--- src/rtl/request_encoder_8_to_3_pkg.sv ---
// encoder_pkg: shared sizes and types for the request encoder slice.
//   N        number of request lines (8 in this revision)
//   IDX_W    index width, $clog2(N)
//   enc_state_t  offer FSM state
//   enc_idx_t    binary source index
package encoder_pkg;

    localparam int unsigned N     = 8;
    localparam int unsigned IDX_W = 3;

    typedef enum logic {ENC_IDLE, ENC_OFFER} enc_state_t;

    typedef logic [IDX_W-1:0] enc_idx_t;

endpackage : encoder_pkg

--- src/rtl/request_encoder_8_to_3_if.sv ---
// request_encoder_8_to_3_if: request capture and index handshake bundle.
//   ena      capture enable (producer -> encoder)
//   req      request lines (producer -> encoder)
//   ready    consumer accepts out this cycle (consumer -> encoder)
//   out      offered index (encoder -> consumer)
//   valid    an index is being offered (encoder -> consumer)
//   pending  sticky pending vector (encoder -> observers)
// modport slave is the encoder's view, master the environment's view.
interface request_encoder_8_to_3_if;
    import encoder_pkg::*;

    logic         ena;
    logic [N-1:0] req;
    logic         ready;
    enc_idx_t     out;
    logic         valid;
    logic [N-1:0] pending;

    modport master (
        output ena, req, ready,
        input  out, valid, pending
    );

    modport slave (
        input  ena, req, ready,
        output out, valid, pending
    );

endinterface : request_encoder_8_to_3_if

--- src/rtl/request_encoder_8_to_3_priority_encoder.sv ---
// priority_encoder_8_to_3: combinational fixed-priority encoder, bit 0 wins.
//   vec  input  8  candidate vector
//   idx  output 3  index of the lowest set bit (0 when none set)
//   any  output 1  at least one bit of vec is set
module priority_encoder_8_to_3
    import encoder_pkg::*;
(
    input  logic [N-1:0] vec,
    output enc_idx_t     idx,
    output logic         any
);

    always_comb begin
        idx = '0;
        any = 1'b0;
        for (int unsigned i = 0; i < N; i++) begin
            if (vec[i] && !any) begin
                idx = enc_idx_t'(i);
                any = 1'b1;
            end
        end
    end

endmodule : priority_encoder_8_to_3

--- src/rtl/request_encoder_8_to_3.sv ---
// request_encoder_8_to_3: latches 8 request lines into a sticky pending
// vector and hands their indices out one at a time over valid/ready,
// round-robin from a rotating pointer so no source starves.
//   clk  input   system clock, rising edge
//   rst  input   asynchronous active-low reset
//   bus  slave   ena/req/ready in, out/valid/pending out (all registered)
module request_encoder_8_to_3
    import encoder_pkg::*;
(
    input  logic                    clk,
    input  logic                    rst,
    request_encoder_8_to_3_if.slave bus
);

    enc_state_t   state_q;
    enc_idx_t     ptr_q;
    enc_idx_t     out_q;
    logic         valid_q;
    logic [N-1:0] pending_q;

    logic         accept;
    logic [N-1:0] clr;
    logic [N-1:0] cand;
    enc_idx_t     base;
    logic [N-1:0] rot;
    enc_idx_t     pe_idx;
    logic         pe_any;
    enc_idx_t     sel;

    assign accept = valid_q && bus.ready;

    // On an accept the search starts just past the accepted index, i.e.
    // from the pointer value being written this edge, so back-to-back
    // offers already follow the updated round-robin order.
    always_comb begin
        clr  = '0;
        base = ptr_q;
        if (accept) begin
            clr[out_q] = 1'b1;
            base       = enc_idx_t'(out_q + 1'b1);
        end
        cand = pending_q & ~clr;
    end

    // Rotate right by base so the search start lands on bit 0; the
    // index arithmetic wraps naturally in IDX_W bits.
    always_comb begin
        rot = '0;
        for (int unsigned i = 0; i < N; i++) begin
            rot[i] = cand[enc_idx_t'(i) + base];
        end
    end

    priority_encoder_8_to_3 u_prio (
        .vec (rot),
        .idx (pe_idx),
        .any (pe_any)
    );

    assign sel = enc_idx_t'(pe_idx + base);

    always_ff @(posedge clk or negedge rst) begin
        if (!rst) begin
            state_q   <= ENC_IDLE;
            ptr_q     <= '0;
            out_q     <= '0;
            valid_q   <= 1'b0;
            pending_q <= '0;
        end else begin
            // Set wins over clear: a fresh req on the accepted bit re-pends it.
            pending_q <= cand | (bus.ena ? bus.req : '0);
            if (accept) begin
                ptr_q <= base;
            end
            case (state_q)
                ENC_IDLE: begin
                    if (pe_any) begin
                        out_q   <= sel;
                        valid_q <= 1'b1;
                        state_q <= ENC_OFFER;
                    end
                end
                ENC_OFFER: begin
                    if (accept) begin
                        if (pe_any) begin
                            out_q <= sel;
                        end else begin
                            valid_q <= 1'b0;
                            state_q <= ENC_IDLE;
                        end
                    end
                end
                default: begin
                    valid_q <= 1'b0;
                    state_q <= ENC_IDLE;
                end
            endcase
        end
    end

    assign bus.out     = out_q;
    assign bus.valid   = valid_q;
    assign bus.pending = pending_q;

endmodule : request_encoder_8_to_3

--- src/flat_wrapper.sv ---
// flat-port wrapper written by rule: the top's interface ports become plain ports
module request_encoder_8_to_3_flat import encoder_pkg::*;
  (clk, rst, bus_ena, bus_req, bus_ready, bus_out, bus_valid, bus_pending);
  request_encoder_8_to_3_if bus_i ();
  input  logic clk;
  input  logic rst;
  input wire logic [$bits(bus_i.ena)-1:0] bus_ena;
  input wire logic [$bits(bus_i.req)-1:0] bus_req;
  input wire logic [$bits(bus_i.ready)-1:0] bus_ready;
  output wire logic [$bits(bus_i.out)-1:0] bus_out;
  output wire logic [$bits(bus_i.valid)-1:0] bus_valid;
  output wire logic [$bits(bus_i.pending)-1:0] bus_pending;
  assign bus_i.ena = bus_ena;
  assign bus_i.req = bus_req;
  assign bus_i.ready = bus_ready;
  assign bus_out = bus_i.out;
  assign bus_valid = bus_i.valid;
  assign bus_pending = bus_i.pending;
  request_encoder_8_to_3 u_core (.clk(clk), .rst(rst), .bus(bus_i));
endmodule
--- config.mk ---
export PLATFORM = sky130hd
export DESIGN_NAME = request_encoder_8_to_3_flat
export DESIGN_NICKNAME = d
export VERILOG_FILES = /design/src/rtl/request_encoder_8_to_3_pkg.sv /design/src/rtl/request_encoder_8_to_3_if.sv /design/src/rtl/request_encoder_8_to_3_priority_encoder.sv /design/src/rtl/request_encoder_8_to_3.sv /design/src/flat_wrapper.sv
export SDC_FILE = /design/constraint.sdc
export NUM_CORES = 1
export LEC_CHECK = 0
export ABC_CLOCK_PERIOD_IN_PS = 4700
export CORE_AREA = 2 2 62 64
export CTS_CLUSTER_DIAMETER = 200
export CTS_CLUSTER_SIZE = 8
export DETAILED_ROUTE_END_ITERATION = 10
export DIE_AREA = 0 0 64 66
export MAX_ROUTING_LAYER = met4
export PLACE_DENSITY = 0.65
export SYNTH_ARGS = -nofsm -noshare
export SYNTH_HDL_FRONTEND = slang
export SYNTH_SLANG_ARGS = --single-unit
--- constraint.sdc ---
create_clock -name clk -period 4.7 [get_ports clk]
set_clock_uncertainty 0.05 [all_clocks]
set_input_delay 0.705 -clock clk [delete_from_list [all_inputs] [get_ports clk]]
set_output_delay 0.705 -clock clk [all_outputs]
set_load 0.1 [all_outputs]
Word-level counts from Yosys, hierarchy flattened. Cells that the tools add are included.

Logic and storage cells: 94. Flip-flop bits (word level): 16. Bits of input ports: 12.

Equal/unequal tests: 3. Bitwise gates (word level): 4. Reduce and logical (&&, ||, !) cells: 17. Muxes and demuxes: 46. Add/subtract/negate cells: 9. Magnitude comparators: 10.

Operators by type and width (number): less-than comparator 3 x 4 -> 1 bit (second input constant) (9); 2-to-1 mux 3 bit (9); binary-select mux 1 bit (select 3 bit) (8); 2-to-1 mux 1 bit (23); 2-to-1 mux 8 bit (2); adder 3 bit (first input constant) (4); logical AND 1 bit (9); bitwise AND 8 bit (1); inverter 8 bit (1); OR 8 bit (1); logical NOT 1 bit (7); adder 2 x 3 -> 3 bit (first input constant) (2); one-hot mux 3 bit (2 select lines) (1); != test 2 bit (second input constant) (2); one-hot mux 1 bit (2 select lines) (2); adder 1 x 3 -> 3 bit (first input constant) (1); adder 3 x 1 -> 3 bit (second input constant) (1); adder 3 bit (1); demux 1 bit (select 3 bit) (1); greater-or-equal comparator 3 x 1 -> 1 bit (second input constant) (1); AND reduction 3 bit (1); != test 2 x 1 -> 1 bit (second input constant) (1); inverter 1 bit (1).

Depth between registers and ports, before layout.
Depth in word-level cells: 35. Depth in mapped cells: 17.

Hierarchy. Synthesis repeated with hierarchy kept, for this count alone.

Cell total of the unflattened synthesis: 133. Area total of the unflattened synthesis: 1217.4 um^2.

By module, submodules not included: request_encoder_8_to_3 (cells each 119, area each 1134.8 um^2, times used 1, seq. area each 400.4 um^2); priority_encoder_8_to_3 (cells each 14, area each 82.6 um^2, times used 1, seq. area each 0.0 um^2).

Least setup slack after synthesis. Ideal clock, no wire load.

Path kind: register -> register. Start: register u_core.valid_q, in the netlist u_core.bus.valid. End: register u_core.out_q[1], in the netlist u_core.bus.out[1]. Stages on the path, launching flop included: 15. Arrival time: 4.336 ns. Slack: 0.188 ns. Setup time: 0.126 ns. Period minus slack after synthesis: 4.512 ns. Required time: 4.524 ns. Path through: dfrtp_1 > nand2_1 > mux2_2 > inv_1 > ha_1 > inv_1 > mux4_2 > a21oi_1 > mux4_2 > nand3_4 > a221o_1 > a32oi_1 > ha_1 > fa_1 > mux2_2.

Elaborated cells between the ends (all ways): 62.

RTL lines: start: declaration (line request_encoder_8_to_3.sv:18) `logic valid_q;`; start signal: assignment (line request_encoder_8_to_3.sv:67) `valid_q <= 1'b0;`; start signal: assignment (line request_encoder_8_to_3.sv:79) `valid_q <= 1'b1;`; start signal: assignment (line request_encoder_8_to_3.sv:88) `valid_q <= 1'b0;`; logical AND 1 bit (*) (line request_encoder_8_to_3.sv:30) `assign accept = valid_q && bus.ready;`; 2-to-1 mux 3 bit (*) (line request_encoder_8_to_3.sv:38) `if (accept) begin`; via u_core.base[1] (line request_encoder_8_to_3.sv:24) `enc_idx_t base;`; parallel branches: the longest is 24 deep, another holds adder 1 x 3 -> 3 bit; adder 3 bit (*) (line request_encoder_8_to_3.sv:60) `assign sel = enc_idx_t'(pe_idx + base);`; via u_core.sel[1] (line request_encoder_8_to_3.sv:28) `enc_idx_t sel;`; 2-to-1 mux 3 bit (*) (line request_encoder_8_to_3.sv:77, request_encoder_8_to_3.sv:85); 2-to-1 mux 3 bit (line request_encoder_8_to_3.sv:84) `if (accept) begin`; one-hot mux 3 bit (2 select lines) (*) (line request_encoder_8_to_3.sv:75) `case (state_q)`; end signal: assignment (line request_encoder_8_to_3.sv:78) `out_q <= sel;`; end signal: assignment (line request_encoder_8_to_3.sv:86) `out_q <= sel;`; end: declaration (line request_encoder_8_to_3.sv:17) `enc_idx_t out_q;`.

Mark *: on every way through the listed nets, which the timed path passes. The select of a mux whose other input is x is not followed. A chain may end at the register's enable or synchronous reset.

Final worst setup path.
Start: input port bus_ready. End: register u_core.out_q[1], in the netlist u_core.bus.out[1].

Elaborated cells between the ends (all ways): 62.

RTL lines: start: declaration (line flat_wrapper.sv:9) `input wire logic [$bits(bus_i.ready)-1:0] bus_ready;`; logical AND 1 bit (*) (line request_encoder_8_to_3.sv:30); 2-to-1 mux 3 bit (*) (line request_encoder_8_to_3.sv:38); via u_core.base[1] (line request_encoder_8_to_3.sv:24); parallel branches: the longest is 24 deep, another holds adder 1 x 3 -> 3 bit; adder 3 bit (*) (line request_encoder_8_to_3.sv:60); via u_core.sel[1] (line request_encoder_8_to_3.sv:28); 2-to-1 mux 3 bit (*) (line request_encoder_8_to_3.sv:77, request_encoder_8_to_3.sv:85); 2-to-1 mux 3 bit (line request_encoder_8_to_3.sv:84); one-hot mux 3 bit (2 select lines) (*) (line request_encoder_8_to_3.sv:75).

Marks and branches as above.

==> results.yml <==
outcome:
  status: "finished, final reports clean"
place:
  dp_hpwl_um: 2800
  io_buffers: 23
  dp.cells: 217
  place_ws_ps: -0.112
  finalWeightedCongestion: 0.895
synthesis:
  yosysUniqueCellTypes: 45
  async_reset_ff_frac: 1.00
  synth_area_um2: 1350
  yosysMostFrequentCell: "nand2_1"
  synth_edf_count: 0
  synth_top_area_share: 0.297
  syn-num-nets: 162
  postSynthAreaPerCell_um2: 9.30
  synth_area_leader_cell: "dfrtp_1"
  netlist_instances: 145
  yosys-top-cells-area: "dfrtp_1 (30%), nand2_1 (7.0%), mux4_2 (6.7%)"
  yosys_register_bits: 16
  synth_ff_type: "dfrtp_1"
  synthTopCellsByCount: "nand2_1 (25), dfrtp_1 (16), nand3_1 (13)"
  yosysSeqAreaShare: 0.297
  ys_warn_count: 0
hold_path:
  hold_depth: 1
  holdPathEnd: "u_core.ptr_q[1]"
  min-delay-path-class: "flop to flop"
  hold_start: "u_core.ptr_q[1]"
setup_path:
  r2r_start: "u_core.bus.out[0]"
  cp_slowest_cell: "clkdlybuf4s50_1"
  critical_path.max_fanout: 9
  crit_path_end_kind: "flop"
  worst_setup_path_start_kind: "input pin"
  cp_data_required_time_ps: 4830
  timing.rr.end: "u_core.bus.out[1]"
  crit_type: "input pin to flop"
  cp_cell_sequence: "clkdlybuf4s50_1, nand2_1, mux2_2, inv_1, ha_1, inv_1, mux4_2, a21oi_1, mux4_2, nand3_4, a221o_1, a32oi_1, ha_1, fa_1, mux2_2"
  slowest_delay_ps: 530
  r2r_slack_ps: 520
  worstPathArrival_ps: 4540
  reg2reg_depth: 14
layout:
  n_antenna_cell: 0
  final_util: 0.472
  stdcell_count: 220
  synthToLayoutAreaGrowth_pct: 24.2
  register_area_um2: 400
  nFillCells: 329
  drive_above_1_share: 0.157
  nets: 191
  multi_input_area_um2: 907
detailed_routing:
  num_vias: 1256
  drt-total-wl_um: 3510
  ant_nets: 0
  routedWlPerCell_um: 16.0
  avgViaCountPerCell: 5.71
  drt_first_pass_iters: 4
  drtIter0Drc: 41
  drc: 0
sta:
  fmax_ghz: 0.227
  hold_violations: 0
  slew-limit-headroom: 0.346
  min_period_ps: 4410
  finalMaxSlewViolations: 0
  tightestPinTransition_ps: 978
  rsz0062_at_grt: "no"
  setup_slack_ps: 288
  finalCritPeriodShare: 0.939
  setup_viol: 0
die:
  coreArea_um2: 3550
  dieArea_um2: 4220
  ios: 24
  die_h_um: 66
  rows: 22
  dieWidth_um: 64
  start_util: 0.380
clocking:
  cts_tree: "done"
  cts_hold_buf: 0
  clock_path_buffers: 2
  cts_made_buffers: 3
  cts_root_buffer: "clkbuf_4"
  cts.htree.levels: 1
  cts_resized: 0
  cts_setup_buffers: 0
  clk-insertion-delay-late_ps: 280
  cts_sinks: 16
  cts.clk_slew.worst_paths_ps: 90
grt:
  antenna_found_initial: 0
  grt_max_degree: 17
  grt_pass1_vias: 1252
  gr-total-overflow: 0
  grt_pass1_wl_um: 5890
  track_usage: 0.186
run:
  drv_cap: 0
sequential cells by signal, indices dropped and copies added, names as in the netlist:
register / count
u_core.bus.out: 3
u_core.bus.pending: 8
u_core.bus.valid: 1
u_core.ptr_q: 3
u_core.state_q: 1
metrics by stage:
step | instance area (µm²) | hold slack, ps | TNS [ps]
4_1_cts | 1680 | 464 | 0
2_1_floorplan | 1350 | 359 | 0
3_3_place_gp | 1650 | 446 | 0
5_1_grt | 1680 | 484 | 0
3_5_place_dp | 1650 | 442 | -0.112
6_report | 1680 | 464 | 0
placed cells by master, fill, tap and decap left out, types with 2 or more instances in the layout:
master / n
o211ai_1: 2
mux2_2: 7
nor2_1: 2
mux4_2: 4
nand3_1: 13
a22oi_1: 2
o21a_1: 3
nor3_1: 3
nand2b_1: 3
a21oi_1: 5
o31a_1: 2
buf_4: 4
o21ai_0: 11
and2_1: 2
clkdlybuf4s50_1: 23
ha_1: 4
xnor2_1: 4
nand3b_1: 2
clkbuf_4: 3
inv_1: 5
dfrtp_1: 16
mux2i_1: 4
nand2_1: 25
o31ai_1: 2
area by class of cell:
cell class / count / area share
Sequential cell: 16 / 0.239
Multi-Input combinational cell: 120 / 0.541
Inverter: 6 / 0.0149
Clock buffer: 3 / 0.0134
Tap cell: 48 / 0.0358
Timing Repair Buffer: 27 / 0.155
cells by family after synthesis:
| family | synth area share |
|---|---|
| DFF | 0.297 |
| and+or+nand+nor | 0.219 |
| adders and majority gates | 0.0520 |
| AOI/OAI and AO/OA | 0.201 |
| muxes | 0.174 |
| buffers and inverters | 0.0306 |
| xor gates and xnor gates | 0.0260 |
layer usage:
metal / share of wire / wire, µm / global-route usage / up-vias
met1: 0.44 / 1550 / 0.234 / 625
met2: 0.51 / 1790 / 0.302 / 27
met5: 0 / 0 / - / -
met4: 0.018 / 64 / 0.0978 / 0
met3: 0.031 / 110 / 0.0119 / 4
li1: - / - / - / 600
worst max path at each step:
stage                     start                 to  slack, ps  depth (start not counted)
6_report              bus_ready  u_core.bus.out[1]        290                         15
5_1_grt               bus_ready  u_core.bus.out[2]          6                         18
4_1_cts               bus_ready  u_core.bus.out[2]        310                         17
3_5_place_dp          bus_ready  u_core.bus.out[1]       -0.1                         15
3_3_place_gp          bus_ready  u_core.bus.out[2]         90                         17
2_1_floorplan  u_core.bus.valid  u_core.bus.out[1]        190                         14
worst max-delay path, delay by kind of cell:
kind | cells | cell delay, ps
AOI/OAI and AO/OA | 3 | 670
muxes | 4 | 1290
adders and majority gates | 3 | 860
and+or+nand+nor | 2 | 260
buffers and inverters | 3 | 750
Power is not shown: default switching activity piles up to over one toggle a cycle in this logic, so the estimate is an artifact.
